File: config.mk
export PLATFORM = sky130hd
export DESIGN_NAME = sys_bus_arbiter
export DESIGN_NICKNAME = d
export VERILOG_FILES = /design/src/rtl/sys_bus_arb_pkg.sv /design/src/rtl/sys_bus_rr_pick.sv /design/src/rtl/sys_bus_arbiter.sv
export SDC_FILE = /design/constraint.sdc
export NUM_CORES = 1
export LEC_CHECK = 0
export ABC_AREA = 1
export CORE_MARGIN = 8
export CORE_UTILIZATION = 43
export CTS_BUF_LIST = sky130_fd_sc_hd__clkbuf_8
export CTS_CLUSTER_DIAMETER = 200
export DETAILED_ROUTE_END_ITERATION = 12
export HOLD_SLACK_MARGIN = 0.12
export PLACE_DENSITY = 0.78
export SKIP_CTS_REPAIR_TIMING = 1
export SYNTH_ARGS = -nofsm -noshare
export SYNTH_HDL_FRONTEND = slang
export SYNTH_SLANG_ARGS = --single-unit
File: constraint.sdc
create_clock -name clk_i -period 3.8 [get_ports clk_i]
set_input_delay 0.38 -clock clk_i [delete_from_list [all_inputs] [get_ports clk_i]]
set_output_delay 0.38 -clock clk_i [all_outputs]
set_load 0.1 [all_outputs]
File: src/rtl/sys_bus_arb_pkg.sv
// Shared types for the system-bus arbiter: FSM states, request slot layout and timeout sizing.
package sys_bus_arb_pkg;

  // Slot fields are sized for the widest supported bus; the arbiter zero-extends narrower buses.
  localparam int ARB_AW      = 32;
  localparam int ARB_DW      = 32;
  localparam int TIMEOUT_DEF = 1023;
  localparam int TMO_W       = $clog2(TIMEOUT_DEF + 1);

  typedef enum logic [1:0] {
    IDLE  = 2'd0,
    ISSUE = 2'd1,
    WAIT  = 2'd2,
    RESP  = 2'd3
  } arb_state_e;

  typedef struct packed {
    logic [ARB_AW-1:0] addr;
    logic [ARB_DW-1:0] wdata;
    logic              we;
  } slot_t;

endpackage

File: src/rtl/sys_bus_rr_pick.sv
// Combinational round-robin picker: first pending slot at or after the pointer, as a one-hot grant.
module sys_bus_rr_pick #(
  parameter int NM = 4,
  parameter int PW = $clog2(NM)
) (
  input  logic [NM-1:0] pend,
  input  logic [PW-1:0] ptr,
  output logic [NM-1:0] gnt,
  output logic          vld
);

  logic [PW-1:0] idx;

  always_comb begin
    gnt = '0;
    vld = 1'b0;
    idx = '0;
    for (int i = 0; i < NM; i++) begin
      idx = PW'((int'(ptr) + i) % NM);
      if (!vld && pend[idx]) begin
        gnt[idx] = 1'b1;
        vld      = 1'b1;
      end
    end
  end

endmodule

File: src/rtl/sys_bus_arbiter.sv
// Round-robin arbiter sharing one system-bus slave between NM single-strobe requesters.
// Optional slave-wait timeout is built in when SYS_BUS_ARB_TIMEOUT_EN is defined.
module sys_bus_arbiter
  import sys_bus_arb_pkg::*;
#(
  parameter int NM      = 4,
  parameter int AW      = 32,
  parameter int DW      = 32,
  parameter int TIMEOUT = TIMEOUT_DEF
) (
  input  logic             clk_i,
  input  logic             rstn_i,
  input  logic [NM*AW-1:0] m_addr_i,
  input  logic [NM*DW-1:0] m_wdata_i,
  input  logic [NM-1:0]    m_wen_i,
  input  logic [NM-1:0]    m_ren_i,
  output logic [DW-1:0]    m_rdata_o,
  output logic [NM-1:0]    m_ack_o,
  output logic [NM-1:0]    m_err_o,
  output logic [NM-1:0]    m_ovf_o,
  output logic [AW-1:0]    s_addr_o,
  output logic [DW-1:0]    s_wdata_o,
  output logic             s_wen_o,
  output logic             s_ren_o,
  input  logic [DW-1:0]    s_rdata_i,
  input  logic             s_ack_i,
  input  logic             s_err_i
);

  localparam int PW = $clog2(NM);

  arb_state_e    state, state_nxt;
  slot_t         slot_q [NM];
  logic [NM-1:0] pend, ovf, stb, done, accept, gnt_oh, pick_oh;
  logic [PW-1:0] ptr, gnt, pick_idx;
  logic          pick_vld, expired, active;
  logic          err_q, rsp_take, rsp_err;
  logic [DW-1:0] rdata_q, rsp_rdata;

  sys_bus_rr_pick #(.NM(NM), .PW(PW)) u_pick (
    .pend (pend),
    .ptr  (ptr),
    .gnt  (pick_oh),
    .vld  (pick_vld)
  );

  always_comb begin
    pick_idx = '0;
    for (int i = 0; i < NM; i++)
      if (pick_oh[i]) pick_idx = PW'(i);
  end

  always_comb begin
    gnt_oh      = '0;
    gnt_oh[gnt] = 1'b1;
  end

  // A strobe is taken when the slot is free or is being released this very cycle.
  assign stb    = m_wen_i | m_ren_i;
  assign done   = (state == RESP) ? gnt_oh : '0;
  assign accept = stb & (~pend | done);

`ifdef SYS_BUS_ARB_TIMEOUT_EN
  localparam int TW = $clog2(TIMEOUT + 1);
  logic [TW-1:0] tmo_cnt;

  always_ff @(posedge clk_i) begin
    if (!rstn_i || state != WAIT) tmo_cnt <= '0;
    else                          tmo_cnt <= tmo_cnt + 1'b1;
  end
  assign expired = (tmo_cnt == TW'(TIMEOUT - 1));
`else
  assign expired = 1'b0;
`endif

  always_comb begin
    state_nxt = state;
    rsp_take  = 1'b0;
    rsp_err   = 1'b0;
    rsp_rdata = '0;
    unique case (state)
      IDLE:  if (pick_vld) state_nxt = ISSUE;
      ISSUE: state_nxt = WAIT;
      WAIT: begin
        // A real ack beats a simultaneous timeout expiry.
        if (s_ack_i) begin
          state_nxt = RESP;
          rsp_take  = 1'b1;
          rsp_err   = s_err_i;
          rsp_rdata = slot_q[gnt].we ? '0 : s_rdata_i;
        end else if (expired) begin
          state_nxt = RESP;
          rsp_take  = 1'b1;
          rsp_err   = 1'b1;
        end
      end
      RESP:    state_nxt = IDLE;
      default: state_nxt = IDLE;
    endcase
  end

  always_ff @(posedge clk_i) begin
    if (!rstn_i) begin
      state <= IDLE;
      pend  <= '0;
      ovf   <= '0;
      ptr   <= '0;
      gnt   <= '0;
    end else begin
      state <= state_nxt;
      pend  <= (pend & ~done) | accept;
      ovf   <= ovf | (stb & ~accept);
      if (state == IDLE && pick_vld) gnt <= pick_idx;
      if (state == RESP) ptr <= (gnt == PW'(NM - 1)) ? '0 : gnt + 1'b1;
    end
  end

  // Request payload and captured response carry no reset; outputs are qualified by state.
  always_ff @(posedge clk_i) begin
    for (int k = 0; k < NM; k++) begin
      if (accept[k]) begin
        slot_q[k].addr  <= ARB_AW'(m_addr_i[k*AW +: AW]);
        slot_q[k].wdata <= ARB_DW'(m_wdata_i[k*DW +: DW]);
        slot_q[k].we    <= m_wen_i[k];
      end
    end
    if (rsp_take) begin
      rdata_q <= rsp_rdata;
      err_q   <= rsp_err;
    end
  end

  assign active    = rstn_i && (state != IDLE);
  assign s_addr_o  = active ? slot_q[gnt].addr[AW-1:0] : '0;
  assign s_wdata_o = active ? slot_q[gnt].wdata[DW-1:0] : '0;
  assign s_wen_o   = rstn_i && (state == ISSUE) && slot_q[gnt].we;
  assign s_ren_o   = rstn_i && (state == ISSUE) && !slot_q[gnt].we;
  assign m_ack_o   = (rstn_i && state == RESP) ? gnt_oh : '0;
  assign m_err_o   = m_ack_o & {NM{err_q}};
  assign m_rdata_o = (rstn_i && state == RESP) ? rdata_q : '0;
  assign m_ovf_o   = rstn_i ? ovf : '0;

endmodule

### After elaboration in Yosys (flattened, before gate mapping)

Memory sizes are Yosys's and may differ from the RTL's. A register that Yosys moved wholly into a read port is not among the register bits.
Cells that the tools add are included.

* eq/ne operators: 6
* $lt $le $gt $ge: 10
* $add $sub $neg: 4
* bitwise logic cells: 16
* muxes and demuxes: 51
* multiply operators: 0
* div/mod/pow operators: 0
* reduce and logical (&&, ||, !) cells: 23
* shift-type cells: 0

Operator list (number)
* $mux 32: 3
* $mux 4: 7
* $or 4x4->4: 7
* $mux 1: 24
* $and 4x4->4: 4
* $lt 2x3->1 const B: 5
* $logic_and 1x1->1: 14
* $mux 2: 7
* $not 4->4: 3
* $demux 1 s2: 5
* $ge 2x1->1 const B: 5
* $bmux 1 s2: 4
* $pmux 2 s4: 1
* $eq 2x2->1 const B: 3
* $add 2x1->2 const B: 2
* $add 2x2->2 const B: 2
* $logic_not 1->1: 4
* $ne 2x2->1 const B: 2
* $reduce_and 2->1: 2
* $reduce_or 3->1: 1
* $eq 2x1->1 const B: 1
* $logic_not 2->1: 1
* $not 1->1: 2
* $reduce_bool 2->1: 1

* output and inout port bits: 110
* logic and storage cells: 118
* register bits: 47
* ROM bits: 0
* memories: 1
* latch bits: 0
* bits in writable memories: 260

Memory list
* slot_q: depth 4, width 65, read ports 1, clocked after memory_dff 1, wr ports 4, RTL line sys_bus_arbiter.sv:33 `slot_t slot_q [NM];`

### Depth between registers and ports, before layout

* depth after elaboration: 17
* gate-level depth with buffers: 13

### Modules after synthesis

Synthesis repeated with hierarchy kept, for this count alone.

* cell total of the unflattened synthesis: 1318
* area total of the unflattened synthesis: 13427.9 µm²

By module, submodules not included
* sys_bus_arbiter: instances 1, area each 13008.7 µm², seq. area each 9118.7 µm², cells each 1242
* sys_bus_rr_pick: instances 1, area each 419.2 µm², seq. area each 0.0 µm², cells each 76

### Least setup slack after synthesis

No wires, ideal clock.

* path kind: register -> register
* start point: reg state[0]
* end point: mem slot_q[3][0] (netlist bit), enable pin
* path slack: -0.330 ns
* path buffers: 1
* arrival: 3.641 ns
* cell stages (with the launch flop): 7
* data required time: 3.311 ns
* cells stage by stage: dfxtp_1 ha_1 clkbuf_1 nand2_1 inv_1 nor2_1 nor2_1

RTL lines
* start, declared: RTL line sys_bus_arbiter.sv:32 `arb_state_e state, state_nxt;`
* start signal, assigned: RTL line sys_bus_arbiter.sv:110 `state <= state_nxt;`
* end, declared: RTL line sys_bus_arbiter.sv:33

### Final worst setup path

* start point: reg state[0]
* end point: out s_addr_o[11]

* longest elaborated chain between the ends: 3

Ends and longest elaborated chain
* $reduce_bool 2->1: RTL line sys_bus_arbiter.sv:133 `assign active = rstn_i && (state != IDLE);`
* $logic_and 1x1->1: RTL line sys_bus_arbiter.sv:133
* $mux 32: RTL line sys_bus_arbiter.sv:134 `assign s_addr_o = active ? slot_q[gnt].addr[AW-1:0] : '0;`
* end, declared: RTL line sys_bus_arbiter.sv:21 `output logic [AW-1:0] s_addr_o,`

No other way between the ends.

==> summary.txt <==
Global route
  – Grt ovf: 0
  – Total track usage: 0.229
  – Largest net degree at the start of global routing: 90
  – Vias in the first global route: around 11000
  – First-pass GRT wire length: between 60 and 70 mm
  – Antenna violations before repair: 16

Pwr
  – Pwr per Cell Area: ~640 nW/µm²
  – Leakage: roughly 7.4 nW
  – Peak VDD IR: around 0.65 mV

Routing
  – Vias per Instance: 5.06
  – Residual DRC: 0
  – Initial drt markers: around 700
  – WL final: 42.3 mm
  – Drt pass-1 iters: 6
  – Via count: 10050
  – Mean routed wirelength per cell: approximately 21 µm
  – Final antenna-violating net count: 0

Critical path
  – Worst Setup Start Kind: flop
  – CP Capture Type: primary output
  – Worst Path Required: about 3.4 ns
  – R2r worst-path depth: 7
  – Crit-path max FO: 34
  – R2r setup slk: between 1 and 1.5 ns
  – Kind of cell adding the most delay to the critical path: buffers and inverters
  – Worst EP arrival: ~2.8 ns
  – Critical setup path kind: reg2out
  – WP buf/inv: 4
  – Crit-path cells: inv_1 -> ha_1 -> inv_1 -> nand2_2 -> buf_12 -> a21oi_1 -> buf_12
  – Reg-to-Reg End: rdata_q[10]
  – Crit-path slowest cell: nand2_2
  – CP startpoint: state[0]
  – Crit-path max cell delay: about 0.45 ns

Placed design
  – PortBufs: slightly above 400
  – Pre-CTS WS: 1.09 ns
  – Hpwl dp: 30.5 mm
  – GP Congestion: 0.880

Timing
  – Final setup vio count: 0
  – Fin crit share: 0.840
  – Slew HR: 0.431
  – Fmax: roughly 310 MHz
  – Post-route setup slack: about 0.61 ns
  – RSZ-0062 raised after global routing: no
  – Setup TNS: 0 ns
  – Minimum clock period: around 3.2 ns
  – Clock Skew: 0.0303 ns
  – Final hold vios: 0
  – Pins Over Slew Limit: 0
  – Least-Margin Pin Slew: approximately 0.85 ns

Final layout
  – Most frequent cells in the layout: nor2_1 (347), clkdlybuf4s50_1 (299), edfxtp_1 (293), o21ai_0 (130), inv_1 (118)
  – Layout cell share with drive strength beyond 1: 0.132
  – Layout Nets: 1860
  – Syn-to-layout area delta: 48.1%
  – Most common cell after layout, fill and taps aside: nor2_1

Logic synthesis
  – Synthesized Nets: approximately 1400
  – Ys Warns: 0
  – Synth top area cells: edfxtp_1 (69%), nor2_1 (10%), o21ai_0 (5.1%)
  – Post-Syn Instances: about 1100
  – FF+latch count, synth: 309
  – Cell variety after synth: 27
  – Yosys top cell by area: edfxtp_1
  – Ys flop type: edfxtp_1
  – Number of enable flip-flop cells after synthesis: 293
  – Post-synth top area share: 0.692
  – Sequential-to-total area share from yosys stat: 0.717
  – Cell Area, Synth: approximately 13000 µm²
  – Syn avg cell area: 11.3 µm²
  – Post-synth ARST share: 0

Clock network
  – Root Driver: clkbuf_8
  – Sink Count: slightly above 300
  – H-tree levels: 2
  – CTS tree: yes
  – Clock Path Buffers: 3
  – CTS Buf Count: 50
  – Later-pin clock latency in the skew report: 0.59 ns
  – Clock transition at the registers of the reported paths: ~0.070 ns

Min path
  – Worst Hold Endpoint: slot_q[2][1]
  – Hold Startpoint: m_wdata_i[64]
  – Hold depth: 1
  – Worst min path class: in2reg

Floorplan
  – Core area: just under 30000 µm²
  – Row count: 63
  – Die width: 188 µm
  – Die height: approximately 190 µm
  – Die ar.: 35300 µm²
  – Starting density of the core: 0.433
  – I/O pins: ~400

Flow run
  – Max-cap viol count: 0

Run status
  – Outcome: finished clean
==> cells in the mapped netlist, types with 2 or more instances <==
cell	instances
a21boi_0	2
nand3_1	20
o21a_1	4
nor3_1	6
a21oi_1	67
nor2_2	3
dfxtp_1	16
nand2_1	44
nand2_4	2
inv_2	2
nor2_1	351
nand3_4	2
buf_1	8
buf_2	17
nand2_2	3
inv_1	98
clkbuf_1	33
edfxtp_1	293
o21ai_0	130
ha_1	15
==> metrics by stage <==
stage	instance area, µm²	std cells	power, W	hold slack (ns)	util
final	18800	1988	0.0120	0.343	0.641
after CTS	18800	1973	0.0121	0.310	0.639
after global placement	17900	1883	0.00937	0.434	0.609
after floorplan	12700	1123	0.00761	0.421	-
after detailed placement	17900	1883	0.00946	0.449	0.609
after global routing	18800	1986	0.0125	0.309	0.640
==> worst max-delay path by stage <==
stage | cells after the start | to
after floorplan | 5 | m_err_o[0]
after global placement | 5 | s_addr_o[9]
after detailed placement | 5 | s_addr_o[10]
after CTS | 7 | s_addr_o[11]
after global routing | 7 | s_addr_o[10]
final | 7 | s_addr_o[11]
==> cell type report <==
type | count | area (µm²)
Fill cell | 2251 | 10600
Sequential cell | 309 | 9120
Timing Repair Buffer | 428 | 4900
Multi-Input combinational cell | 656 | 3020
Clock buffer | 50 | 688
Tap cell | 390 | 488
Inverter | 100 | 377
Clock inverter | 40 | 204
Antenna cell | 15 | 37.5
==> sequential cells by signal, summed over array words and instances (netlist names), named ones only <==
register  flops
ovf           4
ptr           2
rdata_q      32
pend          4
state         2
gnt           2
err_q         1
slot_q      260
==> cell families after synthesis <==
logic type                 count (synthesis)  share of synthesized area
AOI/OAI and AO/OA                        207                     0.0834
and+or+nand+nor                          434                      0.136
buffers and inverters                    158                     0.0483
DFF                                      309                      0.717
adders and majority gates                 15                     0.0148
==> power by group <==
group | internal (W) | switching, W | total (W)
registers | 0.00411 | 0.000174 | 0.00428
clock network | 0.00130 | 0.00133 | 0.00264
logic | 0.00146 | 0.00364 | 0.00510
==> layer usage <==
| layer | global-route usage | wire [µm] | up-vias | share of wire |
|---|---|---|---|---|
| li1 | - | - | 4668 | - |
| met1 | 0.248 | 15000 | 4733 | 0.36 |
| met2 | 0.385 | 20800 | 517 | 0.49 |
| met3 | 0.0873 | 4360 | 126 | 0.10 |
| met4 | 0.126 | 2140 | 6 | 0.051 |
| met5 | 0 | 36 | - | 0.00085 |
No activity file was read; power rests on OpenSTA's default activity.
